$ cat config.mk
export PLATFORM = sky130hd
export DESIGN_NAME = result_buffer
export DESIGN_NICKNAME = d
export VERILOG_FILES = /design/src/rtl/result_buffer_pkg.sv /design/src/rtl/result_buffer_mem.sv /design/src/rtl/result_buffer.sv
export SDC_FILE = /design/constraint.sdc
export NUM_CORES = 1
export LEC_CHECK = 0
export ABC_CLOCK_PERIOD_IN_PS = 3700
export BUFFER_PORTS_ARGS = -buffer_cell sky130_fd_sc_hd__buf_2
export CAP_MARGIN = 20
export CORE_ASPECT_RATIO = 0.5
export CORE_UTILIZATION = 40
export DETAILED_ROUTE_END_ITERATION = 8
export GPL_ROUTABILITY_DRIVEN = 0
export REMOVE_ABC_BUFFERS = 1
export SLEW_MARGIN = 40
export SYNTH_ARGS = -nofsm -noshare
export SYNTH_HDL_FRONTEND = slang
export SYNTH_SLANG_ARGS = --single-unit
$ cat constraint.sdc
create_clock -name clk -period 3.7 [get_ports clk]
set_input_delay 0 -clock clk [delete_from_list [all_inputs] [get_ports clk]]
set_output_delay 0 -clock clk [all_outputs]
set_load 0.01 [all_outputs]
$ cat src/rtl/result_buffer_pkg.sv
// result_buffer_pkg: shared state encoding and default sizes for the result buffer.
package result_buffer_pkg;
  typedef enum logic [1:0] {
    FILL   = 2'd0,
    DRAIN  = 2'd1,
    FINISH = 2'd2
  } state_e;
  localparam int DATA_W_DEF = 16;
  localparam int DEPTH_DEF = 16;
endpackage

$ cat src/rtl/result_buffer_mem.sv
// result_mem: DEPTH x DATA_W register file, synchronous write, combinational read.
module result_mem #(
  parameter int DATA_W = 16,
  parameter int DEPTH = 16
) (
  input  logic                     clk,
  input  logic                     we,
  input  logic [$clog2(DEPTH)-1:0] wr_addr,
  input  logic [DATA_W-1:0]        wr_data,
  input  logic [$clog2(DEPTH)-1:0] rd_addr,
  output logic [DATA_W-1:0]        rd_data
);
  logic [DATA_W-1:0] mem_q [DEPTH];
  always_ff @(posedge clk) begin
    if (we) mem_q[wr_addr] <= wr_data;
  end
  assign rd_data = mem_q[rd_addr];
endmodule

$ cat src/rtl/result_buffer.sv
// result_buffer: captures datapath results and drains them in order over a valid/ready stream.
module result_buffer
  import result_buffer_pkg::*;
#(
  parameter int DATA_W = DATA_W_DEF,
  parameter int DEPTH = DEPTH_DEF
) (
  input  logic                   clk,
  input  logic                   rst,
  input  logic                   write_en,
  input  logic [DATA_W-1:0]      data_in,
  input  logic                   write_file,
  input  logic                   out_ready,
  output logic                   out_valid,
  output logic [DATA_W-1:0]      out_data,
  output logic                   out_last,
  output logic [$clog2(DEPTH):0] count,
  output logic                   full,
  output logic                   overflow,
  output logic                   drain_done
);
  localparam int AW = $clog2(DEPTH);
  localparam int CW = AW + 1;
  state_e            state_q, state_d;
  logic [AW-1:0]     wr_ptr_q, wr_ptr_d, rd_ptr_q, rd_ptr_d, rd_addr;
  logic [CW-1:0]     count_q, count_d, rd_nxt;
  logic              out_valid_q, out_valid_d, out_last_q, out_last_d;
  logic              full_q, full_d, overflow_q, overflow_d, drain_done_q, drain_done_d;
  logic [DATA_W-1:0] out_data_q, out_data_d, rd_data;
  logic              we;
  assign rd_nxt  = {1'b0, rd_ptr_q} + CW'(1);
  assign rd_addr = (state_q == FILL) ? '0 : rd_nxt[AW-1:0];
  assign we      = (state_q == FILL) && write_en && !full_q;
  result_mem #(.DATA_W(DATA_W), .DEPTH(DEPTH)) u_mem (
    .clk    (clk),
    .we     (we),
    .wr_addr(wr_ptr_q),
    .wr_data(data_in),
    .rd_addr(rd_addr),
    .rd_data(rd_data)
  );
  always_comb begin
    state_d      = state_q;
    wr_ptr_d     = wr_ptr_q;
    rd_ptr_d     = rd_ptr_q;
    count_d      = count_q;
    out_valid_d  = out_valid_q;
    out_data_d   = out_data_q;
    out_last_d   = out_last_q;
    overflow_d   = overflow_q | (write_en & ((state_q != FILL) | full_q));
    drain_done_d = 1'b0;
    case (state_q)
      FILL: begin
        if (we) begin
          wr_ptr_d = wr_ptr_q + AW'(1);
          count_d  = count_q + CW'(1);
        end
        if (write_file) begin
          rd_ptr_d     = '0;
          state_d      = (count_d != '0) ? DRAIN : FINISH;
          drain_done_d = (count_d == '0);
          out_valid_d  = (count_d != '0);
          // entry 0 may be the one being captured this very cycle
          out_data_d   = (we && wr_ptr_q == '0) ? data_in : rd_data;
          out_last_d   = (count_d == CW'(1));
        end
      end
      DRAIN: begin
        if (out_valid_q && out_ready) begin
          if (out_last_q) begin
            state_d      = FINISH;
            out_valid_d  = 1'b0;
            out_last_d   = 1'b0;
            drain_done_d = 1'b1;
          end else begin
            rd_ptr_d   = rd_nxt[AW-1:0];
            out_data_d = rd_data;
            out_last_d = (rd_nxt == count_q - CW'(1));
          end
        end
      end
      FINISH: begin
        state_d  = FILL;
        count_d  = '0;
        wr_ptr_d = '0;
        rd_ptr_d = '0;
      end
      default: state_d = FILL;
    endcase
    full_d = (count_d == CW'(DEPTH));
  end
  always_ff @(posedge clk or negedge rst) begin
    if (!rst) begin
      state_q      <= FILL;
      wr_ptr_q     <= '0;
      rd_ptr_q     <= '0;
      count_q      <= '0;
      out_valid_q  <= 1'b0;
      out_data_q   <= '0;
      out_last_q   <= 1'b0;
      full_q       <= 1'b0;
      overflow_q   <= 1'b0;
      drain_done_q <= 1'b0;
    end else begin
      state_q      <= state_d;
      wr_ptr_q     <= wr_ptr_d;
      rd_ptr_q     <= rd_ptr_d;
      count_q      <= count_d;
      out_valid_q  <= out_valid_d;
      out_data_q   <= out_data_d;
      out_last_q   <= out_last_d;
      full_q       <= full_d;
      overflow_q   <= overflow_d;
      drain_done_q <= drain_done_d;
    end
  end
  assign out_valid  = out_valid_q;
  assign out_data   = out_data_q;
  assign out_last   = out_last_q;
  assign count      = count_q;
  assign full       = full_q;
  assign overflow   = overflow_q;
  assign drain_done = drain_done_q;
endmodule
* After elaboration in Yosys (flattened, before gate mapping)
Memories as Yosys holds them, arrays and structs flattened.
Cells that the tools add are included.
W data, S select, Z words.
** Word-level totals
- Register bits after elaboration :: 36
- Bits in latches :: 0
- Memory bits (writable) :: 256
- Memory bits (read-only) :: 0
- Output and inout bits :: 26
- Word-level logic and storage cells :: 81
- Memories :: 1
** Memory list
- u_mem.mem_q :: depth 16, width 16, rd ports 1, clocked after memory_dff 0, write ports 1, line result_buffer_mem.sv:13 : logic [DATA_W-1:0] mem_q [DEPTH];
** Cells by class
- Add/sub/neg operators :: 4
- Multiply operators :: 0
- Divide/modulo/power cells :: 0
- $lt $le $gt $ge :: 0
- Eq/ne operators :: 10
- Shift-type cells :: 0
- Muxes and demuxes :: 34
- Bitwise logic cells :: 3
- Reductions and logical operators :: 19
** Operators with widths (count)
- $mux W16 :: 4
- $pmux W16 S2 :: 1
- $mux W4 :: 5
- $pmux W4 S3 :: 1
- $reduce_and A4 Y1 :: 3
- $mux W1 :: 11
- $mux W5 :: 2
- $ne A2 B2 Y1 const B :: 5
- $pmux W5 S2 :: 1
- $mux W2 :: 4
- $pmux W4 S2 :: 1
- $pmux W1 S2 :: 3
- $reduce_and A3 Y1 :: 2
- $reduce_bool A2 Y1 :: 3
- $add A4 B1 Y5 const B :: 1
- $add A5 B1 Y5 const B :: 1
- $eq A5 B1 Y1 const B :: 1
- $eq A5 B5 Y1 :: 1
- $eq A5 B5 Y1 const B :: 1
- $logic_not A5 Y1 :: 1
- $reduce_bool A5 Y1 :: 1
- $sub A5 B1 Y5 const B :: 1
- $add A4 B1 Y4 const B :: 1
- $logic_and A1 B1 Y1 :: 4
- 10 further kinds :: 11

* Longest topological paths before layout
Gate-level depths: netlist of the first run.
- Word-level depth :: 9
- Mapped depth :: 9
- Depth with buffers taken out :: 7

* Cells and area by module
From an unflattened synthesis of the first run, not the netlist that was laid out.
** Second synthesis, totals
- Cell total of the unflattened synthesis :: 625
- Area, all modules :: 11777.5 sq um
** By module, submodules not included
- result_mem :: instances 1, cells an instance 416, area an instance 9721.8 sq um
- result_buffer :: instances 1, cells an instance 209, area an instance 2055.7 sq um

* Least setup slack after synthesis of the first run
OpenSTA, ideal clock, no wires.
- Kind :: register to register
- From :: register state_q[1]
- To :: memory u_mem.mem_q[3][0] (enable)
- Data arrival time :: 2.691 ns
- Required time :: 3.270 ns
- Path slack :: 0.579 ns
- Stages on the path, launching flop included :: 5
- Path buffers :: 2
- Cell sequence :: dfrtp_1 -> buf_2 -> or4b_1 -> buf_2 -> nor4_1
** Between the ends
- Word-level cells in the longest chain between the ends :: 5
** RTL lines
- start, declared :: line result_buffer.sv:24 : state_e state_q, state_d;
- start signal, assigned :: line result_buffer.sv:105 : state_q <= state_d;
- $logic_not A2 Y1 :: line result_buffer.sv:33 : assign we = (state_q == FILL) && write_en && !full_q;
- $logic_and A1 B1 Y1 (2 in series) :: line result_buffer.sv:33
- $mux W1 :: line result_buffer_mem.sv:15 : if (we) mem_q[wr_addr] <= wr_data;
- $mux W1 (implied by the code) :: line result_buffer_mem.sv:15
- end, declared :: line result_buffer_mem.sv:13
No other way between the ends.

* Worst setup path after layout of the first run
- From :: register state_q[1]
- To :: register out_data_q[1], in the netlist out_data[1]
** Between the ends
- Word-level cells in the longest chain between the ends :: 7
- Elaborated cells between the ends (all ways) :: 17
- Classes of those cells :: eq/ne (4); mux (6); reduce/logical (6); memory (1)
** RTL lines
- branches (longest 7 deep; another with $mem_v2 Z16 W16)
- end signal, assigned :: line result_buffer.sv:110 : out_data_q <= out_data_d;
- end, declared :: line result_buffer.sv:29 : logic [DATA_W-1:0] out_data_q, out_data_d, rd_data;
Several ways; the timed one is not identified. The select of a mux whose other input is x is not followed.
A chain may end at the register's enable or synchronous reset.

==> results of run 1 <==
[routing by layer]
metal | GRT usage, % | vias up
met5 | 0 | -
met2 | 28.4 | 270
met1 | 29.4 | 3758
met3 | 2.87 | 27
li1 | - | 3187
met4 | 3.18 | 0
[cells by family after synthesis]
kind of cell               synth area share [%]
AOI/OAI and AO/OA                          11.3
xor gates and xnor gates                   1.01
adders and majority gates                 0.719
buffers and inverters                      2.43
DFF                                        70.5
muxes                                      8.97
and+or+nand+nor                            4.99
[state kept, by name (all words and copies together) (netlist names)]
name / count
count: 5
out_data: 16
full: 1
state_q: 2
u_mem.mem_q: 256
out_last: 1
rd_ptr_q: 4
out_valid: 1
wr_ptr_q: 4
overflow: 1
drain_done: 1
[worst max-delay path: cells and delay by family (launching register included)]
family / cells / cell delay, ns
compound gates: 3 / 0.80
flops: 1 / 0.75
simple gates: 2 / 1.18
[repair_timing]
| item | in CTS | in global routing |
|---|---|---|
| hold endpoints to repair | 313 | 0 |
| buffers inserted | 0 | 0 |
| hold buffers | 22 | 0 |
[report_power, final]
part           internal, mW  switching (mW)
clock network          1.63            1.23
logic                  1.65            2.39
registers              3.93           0.350
[Yosys cell counts (14+ instances only)]
master	n	area, µm²
buf_2	19	95.1
mux2i_1	45	450
clkbuf_1	29	109
a21oi_1	29	145
a221oi_1	26	228
o21ai_0	21	105
edfxtp_1	256	7690
mux2_2	15	169
mux4_2	21	473
o2bb2ai_1	14	123
nand2_1	25	93.8
dfrtp_1	36	901
nor2_1	37	139
[through the flow]
step	util (%)	setup TNS, ns	instance area (µm²)	setup WS, ns
final	48.1	0	14200	0.880
after floorplan	-	-43.66	11900	-2.66
after CTS	48.0	0	14100	0.808
after global routing	48.1	0	14200	0.750
after global placement	44.1	0	13000	0.893
after detailed placement	44.2	0	13000	0.855
[worst max path at each step]
| stage | endpoint | cells after the start | start |
|---|---|---|---|
| 6_report | out_data[1] | 5 | state_q[1] |
| 2_1_floorplan | out_data[8] | 6 | rd_ptr_q[0] |
| 3_5_place_dp | out_data[15] | 5 | rd_ptr_q[0] |
| 5_1_grt | out_data[4] | 5 | state_q[1] |
| 3_3_place_gp | out_data[15] | 5 | rd_ptr_q[0] |
| 4_1_cts | out_data[15] | 5 | rd_ptr_q[0] |
[placed cells by master, fill, tap and decap left out, drive strengths merged, types with 16 or more instances in the layout]
cell type,synthesis,layout
a21oi,29,29
nor2,37,37
edfxtp,256,256
nand2,25,25
clkinv,2,16
dfrtp,36,36
clkbuf,29,29
buf,24,82
o21ai,21,21
mux4,21,21
mux2i,45,45
dlygate4sd3,0,22
a221oi,26,26
[final cells by class]
class / instances / area (µm²) / area share, %
Clock buffer: 29 / 683 / 4.82
Clock inverter: 21 / 220 / 1.55
Tap cell: 391 / 489 / 3.45
Timing Repair Buffer: 104 / 756 / 5.34
Inverter: 12 / 45.0 / 0.318
Multi-Input combinational cell: 395 / 3380 / 23.9
Sequential cell: 292 / 8590 / 60.7
==> results.md, run 1 <==
* Via-to-Cell Ratio at 5.82
* CP Class: flop to flop
* Number of global-route vias before repair at 6,892
* Reg2Reg Setup Slack at 0.88 ns
* Unrepaired setup endpoints after global routing: no
* Via count at 7,242
* Clock latency at the later pin of the worst-skew pair at 0.55 ns
* Hold Path Class: input port to flop
* Leak at 4.83 nW
* Yosys cell types at 61
* CTS buffer count at 27
* Startpoint types: flop
* Fin crit period at 2.82 ns
* Final Skew at 0.0121 ns
* Max stage delay cell, worst path: dfrtp_1
* Critical path, cell by cell: or2_2 > nand4_1 > a221oi_1 > a211oi_1 > a21oi_1
* Initial antenna violation count at 1
* Final slew viol count at 0
* DR iter-0 viols at 825
* Crit path max fanout at 32
* Uppermost layer routed: met4
* Max clock buf depth at 3
* Worst r2r dst: out_data[1]
* Hold path depth at 4
* DIE AREA at 31,200 µm²
* Layout area overhead at 16.3%
* FF-to-FF Start: state_q[1]
* Clock sinks at 292
* Max_slew headroom at 47.0%
* Part of the Yosys area used for sequential elements at 70.5%
* TritonRoute pass-1 iters at 6
* Final wirelength at 29,500 µm
* Wire length on met3 at 2000 µm
* Root buffer cell: clkbuf_16
* Metal2 WL at 13,100 µm
* Chip height at 125 µm
* Endpoint of the worst hold path: overflow
* Worst hold start: write_en
* WHS at 0.286 ns
* # setup viols final at 0
* Drt drc at 0
* Fill cell count at 2,411
* Clock Pin Slew Worst Setup and Hold Paths at 0.07 ns
* Wire length on met1 at 14,000 µm
* Cell Area, Synth at 12,200 µm²
* Die Span X at 249 µm
* Post-Syn Instances at 752
* MaxCap Viol Count at 0
* Flops & latches, synth at 292
* Placed insts at 1,172
* Maximum vdd drop at 0.468 mV
* Gr usage total at 19.0%
* ANT cells at 0
* DP Wirelength at 18,300 µm
* Routed Antenna Nets at 0
* Final cell count without fillers at 1,244
* Total core area at 29,500 µm²
* Wire length of the first global-routing pass at 44,600 µm
* CP Capture Type: flop
* Max Fclk at 0.355 GHz
* Ports at 47
* Layout cells sized above 1 at 23.6%
* Power, Total at 11.2 mW
* H-tree Lvls at 1
* Syn_area_per_cell at 16.2 µm²
* Post-synth top flop: edfxtp_1
* Status: finished clean
* Post-synth EDFFs at 256
* Initial core utilization at 41.3%
* CTS tree: built
* Worst-Margin Slew at 0.795 ns
* DR WL/cell at 23.7 µm
* Crit path arrival time at 3.29 ns
* Worst path max stage delay at 0.75 ns
* FP Rows at 44
* Power Density at 789 nW/µm²
* # nets final at 860
* Reg2reg path depth at 5
* Req. time, crit path at 4.17 ns
* GR Overflow Total at 0
* Fraction of registers with async set/reset at 12.3%
* Post_cts resized at 0
* Hold Vio Cnt, Final at 0
* Ys Warns at 0
* Buffers on Ports at 46
* Crit share post-route at 76.2%
* Largest net degree at the start of global routing at 60
No activity file was read; power rests on OpenSTA's default activity.
==> run 2: changes to the inputs <==
--- a/config.mk
+++ b/config.mk
@@ -5,7 +5,7 @@
 export SDC_FILE = /design/constraint.sdc
 export NUM_CORES = 1
 export LEC_CHECK = 0
-export ABC_CLOCK_PERIOD_IN_PS = 3700
+export ABC_CLOCK_PERIOD_IN_PS = 2850
 export BUFFER_PORTS_ARGS = -buffer_cell sky130_fd_sc_hd__buf_2
 export CAP_MARGIN = 20
 export CORE_ASPECT_RATIO = 0.5
==> constraint.sdc (replaced) <==
create_clock -name clk -period 2.85 [get_ports clk]
set_input_delay 0 -clock clk [delete_from_list [all_inputs] [get_ports clk]]
set_output_delay 0 -clock clk [all_outputs]
set_load 0.01 [all_outputs]
==> run 2 against run 1 <==
Compared with the run above:
- register-to-register slack worse by 0.71 ns
- clock power is 25% higher
- setup slack worse by 0.71 ns
- first-iteration DRC count is 7.4% higher
- total power is 30% higher
- utilization is 0.42 points higher
==> results.md, run 2 (same netlist as run 1, synthesis figures left out) <==
* Clock latency at the later pin of the worst-skew pair at 0.56 ns (about the same)
* Startpoint types: flop
* Via-to-Cell Ratio at 5.71 (-2.0%)
* Initial antenna violation count at 0 (-1)
* Wire length of the first global-routing pass at 45,400 µm (+1.7%)
* CP Capture Type: flop
* Power Density at 1020 nW/µm² (+29%)
* CP Class: flop to flop
* Clock sinks at 292 (unchanged)
* Post_cts resized at 0 (unchanged)
* Setup Buffers After CTS at 0 (unchanged)
* Hold buffer count at CTS at 23 (+4.5%)
* Final slew viol count at 0 (unchanged)
* Max clock buf depth at 3 (unchanged)
* Crit share post-route at 93.9% (+18 points)
* Largest net degree at the start of global routing at 38 (-37%)
* # nets final at 881 (+2.4%)
* Number of global-route vias before repair at 7,180 (+4.2%)
* Worst slack, placed at 0.222 ns (-0.633 ns)
* DP Wirelength at 18,900 µm (+3.2%)
* Gr usage total at 19.3% (+0.37 points)
* Leak at 4.91 nW (+1.7%)
* Reg with most FFs: u_mem.mem_q
* Total core area at 29,500 µm² (unchanged)
* Max_slew headroom at 47.3% (+0.36 points)
* Unrepaired setup endpoints after global routing: no
* CTS buffer count at 28 (+3.7%)
* Fill cell count at 2,441 (+1.2%)
* Drt drc at 0 (unchanged)
* FP Rows at 44 (unchanged)
* Routed Antenna Nets at 0 (unchanged)
* Critical path, cell by cell: ha_1 > buf_4 > mux2_2 > o221ai_1 > o2bb2a_1 > o21ai_0 > o211ai_2
* Buffers on Ports at 46 (unchanged)
* Crit path arrival time at 3.09 ns (-0.20 ns)
* Final Skew at 0.0153 ns (+0.00319 ns)
* Layout cells sized above 1 at 24.6% (+1.0 points)
* Largest register FFs at 256 (unchanged)
* Root buffer cell: clkbuf_16
* MaxCap Viol Count at 0 (unchanged)
* DP Area at 13,200 µm² (+1.2%)
* DR WL/cell at 23.5 µm (-0.73%)
* Worst path max stage delay at 0.47 ns (-0.28 ns)
* Initial core utilization at 41.3% (unchanged)
* GR Overflow Total at 0 (unchanged)
* Layout area overhead at 17.3%
* Max Fclk at 0.374 GHz (+5.3%)
* Hold Vio Cnt, Final at 0 (unchanged)
* Commonest cells after routing, fill and taps aside: edfxtp_1 (256), buf_4 (53), mux2i_1 (45), buf_2 (45), nor2_1 (37)
* Worst setup margin at 0.173 ns (-0.708 ns)
* DR iter-0 viols at 886 (+7.4%)
* Die Span X at 249 µm (unchanged)
* # setup viols final at 0 (unchanged)
* Worst-Margin Slew at 0.784 ns (-0.0114 ns)
* Clock Pin Slew Worst Setup and Hold Paths at 0.07 ns (about the same)
* CTS tree: built
* DIE AREA at 31,200 µm² (unchanged)
* Req. time, crit path at 3.26 ns (-0.91 ns)
* Maximum vdd drop at 0.549 mV (+17%)
* Post-Layout Inst Area at 14,300 µm² (+0.87%)
* Ports at 47 (unchanged)
* ANT cells at 0 (unchanged)
* TritonRoute pass-1 iters at 6 (unchanged)
* H-tree Lvls at 1 (unchanged)
* Fin crit period at 2.68 ns (-0.142 ns)
* Status: finished clean
* Crit path max fanout at 24 (-25%)
* Most common cell after layout, fill and taps aside: edfxtp_1
* Hold Path Class: input port to flop
* Chip height at 125 µm (unchanged)
* Final wirelength at 29,800 µm (+1.0%)
* Max stage delay cell, worst path: dfrtp_2
* Via count at 7,224 (-0.25%)
run 2: changes by cell type in the layout (fill, tap and decap cells not counted), moves of 2 or more:
| cell | delta |
|---|---|
| clkinv_8 | +2 |
| bufinv_16 | -2 |
| clkinv_2 | -3 |
| clkbuf_1 | +4 |
| buf_12 | +3 |
| clkinv_1 | +2 |
| buf_4 | +18 |
run 2: final cells by class:
class	count	area (µm²)	share of cell area, %
Sequential cell	292	8590	60.1
Multi-Input combinational cell	395	3360	23.5
Timing Repair Buffer	124	923	6.46
Clock buffer	34	723	5.06
Tap cell	391	489	3.42
Clock inverter	18	151	1.06
Inverter	12	45.0	0.315
run 2: layer usage:
| metal | part of all wire (%) | GRT usage [%] |
|---|---|---|
| met1 | 47 | 29.9 |
| met2 | 42 | 27.6 |
| met3 | 8.5 | 4.41 |
| met4 | 1.7 | 4.02 |
| met5 | 0 | 0 |
run 2: stage by stage:
stage | cells | TNS (ns) | total power, mW | hold slack, ns | util, %
CTS | 1266 | 0 | 14.6 | 0.245 | 48.5
detailed placement | 1191 | 0 | 11.0 | 0.0359 | 44.7
global route | 1266 | 0 | 15.3 | 0.260 | 48.5
finish | 1266 | 0 | 14.6 | 0.252 | 48.5
global placement | 1191 | 0 | 11.0 | 0.208 | 44.7
floorplan | 699 | -88.70 | 8.89 | -0.296 | -
run 2: power breakdown:
part	switching (mW)	leakage [nW]	internal (mW)
Sequential	0.394	2.74	5.10
Clock	1.58	0.424	1.99
Combinational	3.27	1.74	2.24
run 2: final timing paths:
| path | from | endpoint | slack, ns | cells after the start |
|---|---|---|---|---|
| worst max-delay path | rd_ptr_q[0] | out_data[13] | 0.17 | 7 |
| worst max register to register | rd_ptr_q[0] | out_data[13] | 0.17 | 7 |
| max in group asynchronous | rst | rd_ptr_q[0] | 2.00 | 4 |
| min in group asynchronous | rst | out_data[14] | 0.40 | 3 |
| worst min-delay path | write_en | overflow | 0.25 | 4 |
| worst min register to register | overflow | overflow | 0.47 | 1 |
run 2: worst max-delay path, delay by kind of cell (launching register included):
family / cells / cell delay [ns]
compound gates: 4 / 0.97
buf+inv: 1 / 0.37
flops: 1 / 0.47
mux: 1 / 0.38
fa+ha+maj: 1 / 0.34
